--- src/rtl/apb_pkg.sv ---
// Shared types and constants for the APB bridge: master FSM states and the
// word-alignment mask used by the slave-side decode.
package apb_pkg;

  typedef enum logic [1:0] {
    IDLE   = 2'd0,
    SETUP  = 2'd1,
    ACCESS = 2'd2
  } apb_state_t;

  localparam logic [1:0] ALIGN_MASK = 2'b11;

  function automatic logic is_misaligned(input logic [1:0] addr_lsb);
    return (addr_lsb & ALIGN_MASK) != 2'b00;
  endfunction

endpackage

--- src/rtl/apb_master.sv ---
// APB master: three-state FSM that latches a requester transfer, drives the
// internal APB bus and captures read data / error status on completion.
module apb_master
  import apb_pkg::*;
#(
  parameter int ADDR_WIDTH = 32,
  parameter int DATA_WIDTH = 32
) (
  input  logic                  clk,
  input  logic                  rst,
  input  logic [ADDR_WIDTH-1:0] addr_m,
  input  logic                  wr_en_m,
  input  logic [DATA_WIDTH-1:0] wrdata_m,
  input  logic                  start_transfer,
  output logic [DATA_WIDTH-1:0] rdata_m,
  output logic                  slverr,
  output logic                  psel,
  output logic                  penable,
  output logic                  pwrite,
  output logic [ADDR_WIDTH-1:0] paddr,
  output logic [DATA_WIDTH-1:0] pwdata,
  input  logic [DATA_WIDTH-1:0] prdata,
  input  logic                  pready,
  input  logic                  pslverr
);

  apb_state_t state;

  // psel/penable are registered alongside the state so the bus controls
  // come straight from flops and never glitch.
  always_ff @(posedge clk or posedge rst) begin
    if (rst) begin
      state   <= IDLE;
      psel    <= 1'b0;
      penable <= 1'b0;
      pwrite  <= 1'b0;
      paddr   <= '0;
      pwdata  <= '0;
      rdata_m <= '0;
      slverr  <= 1'b0;
    end else begin
      case (state)
        IDLE: begin
          if (start_transfer) begin
            paddr   <= addr_m;
            pwrite  <= wr_en_m;
            pwdata  <= wrdata_m;
            state   <= SETUP;
            psel    <= 1'b1;
            penable <= 1'b0;
          end
        end

        SETUP: begin
          state   <= ACCESS;
          psel    <= 1'b1;
          penable <= 1'b1;
        end

        ACCESS: begin
          if (pready) begin
            slverr <= pslverr;
            if (!pwrite && !pslverr) begin
              rdata_m <= prdata;
            end
            // A request pending at completion goes straight back to SETUP.
            if (start_transfer) begin
              paddr   <= addr_m;
              pwrite  <= wr_en_m;
              pwdata  <= wrdata_m;
              state   <= SETUP;
              psel    <= 1'b1;
              penable <= 1'b0;
            end else begin
              state   <= IDLE;
              psel    <= 1'b0;
              penable <= 1'b0;
            end
          end
        end

        default: begin
          state   <= IDLE;
          psel    <= 1'b0;
          penable <= 1'b0;
        end
      endcase
    end
  end

endmodule

--- src/rtl/apb_slave.sv ---
// APB slave: combinational mapping of the internal APB bus onto a simple
// peripheral sel/valid/error handshake, with misaligned-address rejection.
module apb_slave
  import apb_pkg::*;
#(
  parameter int ADDR_WIDTH = 32,
  parameter int DATA_WIDTH = 32
) (
  input  logic                  psel,
  input  logic                  penable,
  input  logic                  pwrite,
  input  logic [ADDR_WIDTH-1:0] paddr,
  input  logic [DATA_WIDTH-1:0] pwdata,
  output logic [DATA_WIDTH-1:0] prdata,
  output logic                  pready,
  output logic                  pslverr,
  input  logic                  valid,
  input  logic                  error,
  input  logic [DATA_WIDTH-1:0] rdata_s,
  output logic [ADDR_WIDTH-1:0] addr_s,
  output logic                  wr_en_s,
  output logic [DATA_WIDTH-1:0] wrdata_s,
  output logic                  sel
);

  logic misaligned;

  assign misaligned = is_misaligned(paddr[1:0]);

  assign addr_s   = paddr;
  assign wr_en_s  = pwrite;
  assign wrdata_s = pwdata;

  // Misaligned accesses never reach the peripheral; they complete at once
  // with an error and zero read data.
  always_comb begin
    sel     = 1'b0;
    pready  = 1'b1;
    pslverr = 1'b1;
    prdata  = '0;
    if (!misaligned) begin
      sel     = psel & penable;
      pready  = valid;
      pslverr = valid & error;
      prdata  = rdata_s;
    end
  end

endmodule

--- src/rtl/apb_top.sv ---
// APB bridge top: requester-facing master and peripheral-facing slave joined
// by an internal APB bus.
module apb_top
  import apb_pkg::*;
#(
  parameter int ADDR_WIDTH = 32,
  parameter int DATA_WIDTH = 32
) (
  input  logic                  PCLK,
  input  logic                  PRESETn,
  input  logic [ADDR_WIDTH-1:0] addr_m,
  input  logic                  wr_en_m,
  input  logic [DATA_WIDTH-1:0] wrdata_m,
  input  logic                  start_transfer,
  output logic [DATA_WIDTH-1:0] rdata_m,
  output logic                  slverr,
  input  logic                  valid,
  input  logic                  error,
  output logic [ADDR_WIDTH-1:0] addr_s,
  input  logic [DATA_WIDTH-1:0] rdata_s,
  output logic                  wr_en_s,
  output logic [DATA_WIDTH-1:0] wrdata_s,
  output logic                  sel
);

  logic                  psel;
  logic                  penable;
  logic                  pwrite;
  logic [ADDR_WIDTH-1:0] paddr;
  logic [DATA_WIDTH-1:0] pwdata;
  logic [DATA_WIDTH-1:0] prdata;
  logic                  pready;
  logic                  pslverr;

  apb_master #(
    .ADDR_WIDTH(ADDR_WIDTH),
    .DATA_WIDTH(DATA_WIDTH)
  ) u_master (
    .clk           (PCLK),
    .rst           (PRESETn),
    .addr_m        (addr_m),
    .wr_en_m       (wr_en_m),
    .wrdata_m      (wrdata_m),
    .start_transfer(start_transfer),
    .rdata_m       (rdata_m),
    .slverr        (slverr),
    .psel          (psel),
    .penable       (penable),
    .pwrite        (pwrite),
    .paddr         (paddr),
    .pwdata        (pwdata),
    .prdata        (prdata),
    .pready        (pready),
    .pslverr       (pslverr)
  );

  apb_slave #(
    .ADDR_WIDTH(ADDR_WIDTH),
    .DATA_WIDTH(DATA_WIDTH)
  ) u_slave (
    .psel    (psel),
    .penable (penable),
    .pwrite  (pwrite),
    .paddr   (paddr),
    .pwdata  (pwdata),
    .prdata  (prdata),
    .pready  (pready),
    .pslverr (pslverr),
    .valid   (valid),
    .error   (error),
    .rdata_s (rdata_s),
    .addr_s  (addr_s),
    .wr_en_s (wr_en_s),
    .wrdata_s(wrdata_s),
    .sel     (sel)
  );

endmodule

--- config.mk ---
export PLATFORM = sky130hd
export DESIGN_NAME = apb_top
export DESIGN_NICKNAME = d
export VERILOG_FILES = /design/src/rtl/apb_pkg.sv /design/src/rtl/apb_master.sv /design/src/rtl/apb_slave.sv /design/src/rtl/apb_top.sv
export SDC_FILE = /design/constraint.sdc
export NUM_CORES = 1
export LEC_CHECK = 0
export ABC_AREA = 1
export CORE_MARGIN = 2
export CORE_UTILIZATION = 42
export DETAILED_ROUTE_END_ITERATION = 16
export PLACE_DENSITY_LB_ADDON = 0.05
export SKIP_LAST_GASP = 1
export SLEW_MARGIN = 20
export SYNTH_ARGS = -nofsm -noshare
export SYNTH_HDL_FRONTEND = slang
export SYNTH_SLANG_ARGS = --single-unit
--- constraint.sdc ---
create_clock -name PCLK -period 3.47 [get_ports PCLK]
set_input_delay 0.5205 -clock PCLK [delete_from_list [all_inputs] [get_ports PCLK]]
set_output_delay 0.5205 -clock PCLK [all_outputs]
set_load 0.005 [all_outputs]
; After elaboration in Yosys (flattened, before gate mapping)
; Cells that the tools add are included.
[op_classes]
n_reduce_logical = 10
eq_ne = 4
bitwise_logic = 2
muxes = 24
[op_table]
columns = op, n
row1 = 32-bit two-way mux, 5
row2 = 32-bit case mux with 2 select lines, 2
row3 = 1-bit two-way mux, 11
row4 = 1-bit case mux with 3 select lines, 2
row5 = 2-bit case mux with 3 select lines, 1
row6 = 2-bit AND reduction, 3
row7 = 2-bit two-way mux, 2
row8 = "2-bit inequality test, second input constant", 2
row9 = 2-bit nonzero test, 2
row10 = 3-bit AND reduction, 1
row11 = 1-bit AND, 2
row12 = "2-bit by 1-bit == test with 1-bit output, second input constant", 1
row13 = "2-bit == test, second input constant", 1
row14 = 1-bit zero test, 2
row15 = 2-bit zero test, 1
row16 = 1-bit case mux with 2 select lines, 1
row17 = 1-bit logical AND, 1
[totals]
reg_bits = 102
output_inout_bits = 99

; Depth between registers and ports, before layout
[depth]
word_depth = 5
ltp_mapped = 8

; Cells and area by module
; From an unflattened synthesis, not the netlist that was laid out.
[hier_totals]
cells_unflattened = 593
hier_area_um2 = 4981.0
[by_module_without_submodules]
columns = module, cells_per_inst, area_per_inst_um2, instances
row1 = apb_master, 451, 4052.6, 1
row2 = apb_slave, 142, 928.4, 1

; Worst setup path after synthesis
; OpenSTA, ideal clock, no wires.
[synth_timing]
kind = reg2out
startpoint = register u_master.paddr[1]
endpoint = output port sel
path_slack_ns = 1.962
arrival_ns = 0.988
stages_incl_launch_ff = 5
required_ns = 2.949
path_cell_list = dfrtp_1 > nor2_4 > inv_1 > clkbuf_1 > nor2_1
[synth_via]
elab_chain_cells = 2
[synth_rtl]
columns = item, line
row1 = "start, declared", apb_master.sv:20  ; output logic [ADDR_WIDTH-1:0] paddr,
row2 = "start signal, assigned", apb_master.sv:45  ; paddr <= addr_m;
row3 = "start signal, assigned", apb_master.sv:68  ; paddr <= addr_m;
row4 = 2-bit nonzero test, apb_pkg.sv:14  ; return (addr_lsb & ALIGN_MASK) != 2'b00;
row5 = 1-bit two-way mux, apb_slave.sv:41  ; if (!misaligned) begin
row6 = "end, declared", apb_top.sv:23  ; output logic sel
; Every way passes these cells.

; Worst setup path in the final report
; Ends and elaborated chain as after synthesis.

==> summary.md <==
| Metric | Value |
|---|---|
| Max Slew Vio Count | 0 |
| # rows | 37 |
| Worst EP required | 2950 ps |
| Diode count | 0 |
| Postcts setup bufs | 0 |
| Hold crit path type | reg -> reg |
| Clock Path Buffers | 2 |
| Worst-Margin Slew | roughly 710 ps |
| Io pins | between 200 and 250 |
| Hold_ws | about 480 ps |
| Period utilisation layout | 0.6346 |
| Die height | 107.7 microns |
| Peak VDD IR | 0.0002371 V |
| Syn_nets | around 650 |
| CTS tree | yes |
| TNS Setup | 0 ps |
| Power Dens Cells | between 500 and 600 nW/um^2 |
| RSZ-0062 raised after global routing | no |
| Placed insts | 862 |
| Htree depth | 3 |
| Layout cell share with drive strength beyond 1 | 0.04178 |
| Final wirelength | around 12 mm |
| Critical Path Sink Type | primary output |
| Largest net degree at the start of global routing | a little under 70 |
| Number of hold buffers added after CTS | 0 |
| Sequential cell area fraction in the yosys report | 0.5591 |
| Post-CTS Resized | 0 |
| DR pass1 iterations | 4 |
| Number of global-route vias before repair | ~4000 |
| Commonest cells after routing, fill and taps aside | 205 x nand2_1, 200 x clkdlybuf4s50_1, 101 x dfrtp_1 |
| Antenna violations before repair | 0 |
| Die ar. | around 12000 sq um |
| Synth Area per Inst | around 8.2 sq um |
| TritonCTS buffer count | 9 |
| Final setup fails | 0 |
| Detail Route Antenna Nets | 0 |
| Remaining DRCs | 0 |
| Commonest non-fill, non-tap cell in the layout | nand2_1 |
| Rel. slew slack | 0.5236 |
| Die Span X | approximately 110 microns |
| Non-Filler Instances | between 800 and 900 |
| Worst Path Buf+Inv | 2 |
| Fin Clk Skew | about 12 ps |
| Vias per cell | ~4.7 |
| Starting DRT DRC Count | 147 |
| Dpl ws | around 1100 ps |
| CTS clk-pin slew, worst paths | ~100 ps |
| Gr ovfl total | 0 |
| Status | completed |
| Delay-heaviest family, CP | buffers and inverters |
| Clk Tree Root Cell | clkbuf_8 |
| DPL Wire Length | ~8.2 mm |
| Pwr Total | 3.972 mW |
| Worst-path cell chain | nor2_4 -> inv_1 -> nor2_1 -> clkdlybuf4s50_1 |
| Core area | about 10000 sq um |
| Highest clock rate | approximately 450 MHz |
| First-pass GRT wire length | a little under 20 mm |
| Yosys reg bits | roughly 100 |
| Ys Warns | 0 |
| I/O Buffers | 200 |
| Clk sink count | approximately 100 |
| Synth Instances | roughly 550 |
| Fin util | 0.6575 |
| WP data arrival | approximately 1700 ps |
| Clock Latency Late Sink | between 300 and 400 ps |
| CP Max Fanout | 5 |
| Setup ws final | around 1300 ps |
| Max-cap violations | 0 |
| Tmin final | around 2200 ps |
| Final Hold Fails | 0 |
| Post-route cell area | 6818 sq um |
| Starting Density | 0.4359 |
| Leakage | around 3.4 nW |
| CP peak stage delay | about 540 ps |
| Crit Path Category | reg -> out |
| Area delta synth->final | 50.82% |
| Setup crit start kind | flip-flop |
| Via count | between 4000 and 5000 |
| WL/cell | around 14 microns |
| Layout Nets | ~840 |
| Routability cong. | 0.7850 |
| Area after DPL | around 6600 sq um |
| Critical Path Slowest Stage Cell | clkdlybuf4s50_1 |
| Synthesized area | around 4500 sq um |
| Total Routing Usage GR | 0.2106 |
| Distinct cell type count after synthesis | 16 |
## final cells by class
class | instances | area [sq um]
Timing Repair Buffer | 207 | 2079
Clock buffer | 10 | 127.6
Inverter | 72 | 272.8
Sequential cell | 101 | 2527
Multi-Input combinational cell | 346 | 1545
Tap cell | 136 | 170.2
Fill cell | 879 | 3552
Clock inverter | 6 | 95.09
## power breakdown
part	total (mW)	leakage, nW	switching (mW)	internal [mW]
combinational	1.46	2.03	0.573	0.886
clock	0.831	0.105	0.416	0.415
sequential	1.68	1.25	0.182	1.50
total	3.97	3.39	1.17	2.80
## logic make-up (layout without fill, tap and decap cells)
family          Yosys count  count (layout)  share of synthesized area
flops                   101             101                     0.5591
buf+inv                 105             295                     0.1013
simple gates            312             312                     0.2843
compound gates           34              34                    0.05536
## path summary, 6_finish.rpt
kind,cells after the start,to,slack [ps],from
min in group asynchronous,2,u_master.pwdata[23],570,PRESETn
max in group asynchronous,3,u_master.paddr[17],2170,PRESETn
worst max-delay path,4,sel,1270,u_master.paddr[1]
worst max register to register,6,u_master.rdata_m[2],1620,u_master.state[0]
worst min-delay path,2,u_master.pwdata[0],480,u_master.pwdata[0]
worst min register to register,2,u_master.pwdata[0],480,u_master.pwdata[0]
## Yosys cell counts
cell type,n,area (sq um)
nand2_1,206,773.2
dfrtp_1,101,2527
inv_1,71,266.5
nand3_1,67,335.3
nor2_1,34,127.6
o21bai_1,32,240.2
buf_2,15,75.07
clkbuf_1,8,30.03
buf_4,4,30.03
buf_6,4,45.04
buf_1,2,7.510
nand3_2,2,20.02
nor2_4,2,22.52
o21ai_0,2,10.01
inv_2,1,3.750
nor2_2,1,6.260
## metal layers
| layer | up-vias | wire length, microns | track usage |
|---|---|---|---|
| li1 | 2035 | - | - |
| met1 | 1901 | 4990 | 0.2730 |
| met2 | 145 | 5785 | 0.3387 |
| met3 | 14 | 1020 | 0.05872 |
| met4 | 0 | 193 | 0.07418 |
| met5 | - | 0 | 0 |
## sequential cells by signal, summed over array words and instances, names as in the netlist
| register | flops |
|---|---|
| u_master.state | 2 |
| u_master.pwdata | 32 |
| u_master.pwrite | 1 |
| u_master.rdata_m | 32 |
| u_master.psel | 1 |
| u_master.slverr | 1 |
| u_master.paddr | 32 |
## tightest hold or removal path: cells and delay by family (launching register included)
family           cells  cell delay [ps]
flip-flops           1              350
AND/OR/NAND/NOR      2               90
No activity file was read; power rests on OpenSTA's default activity.
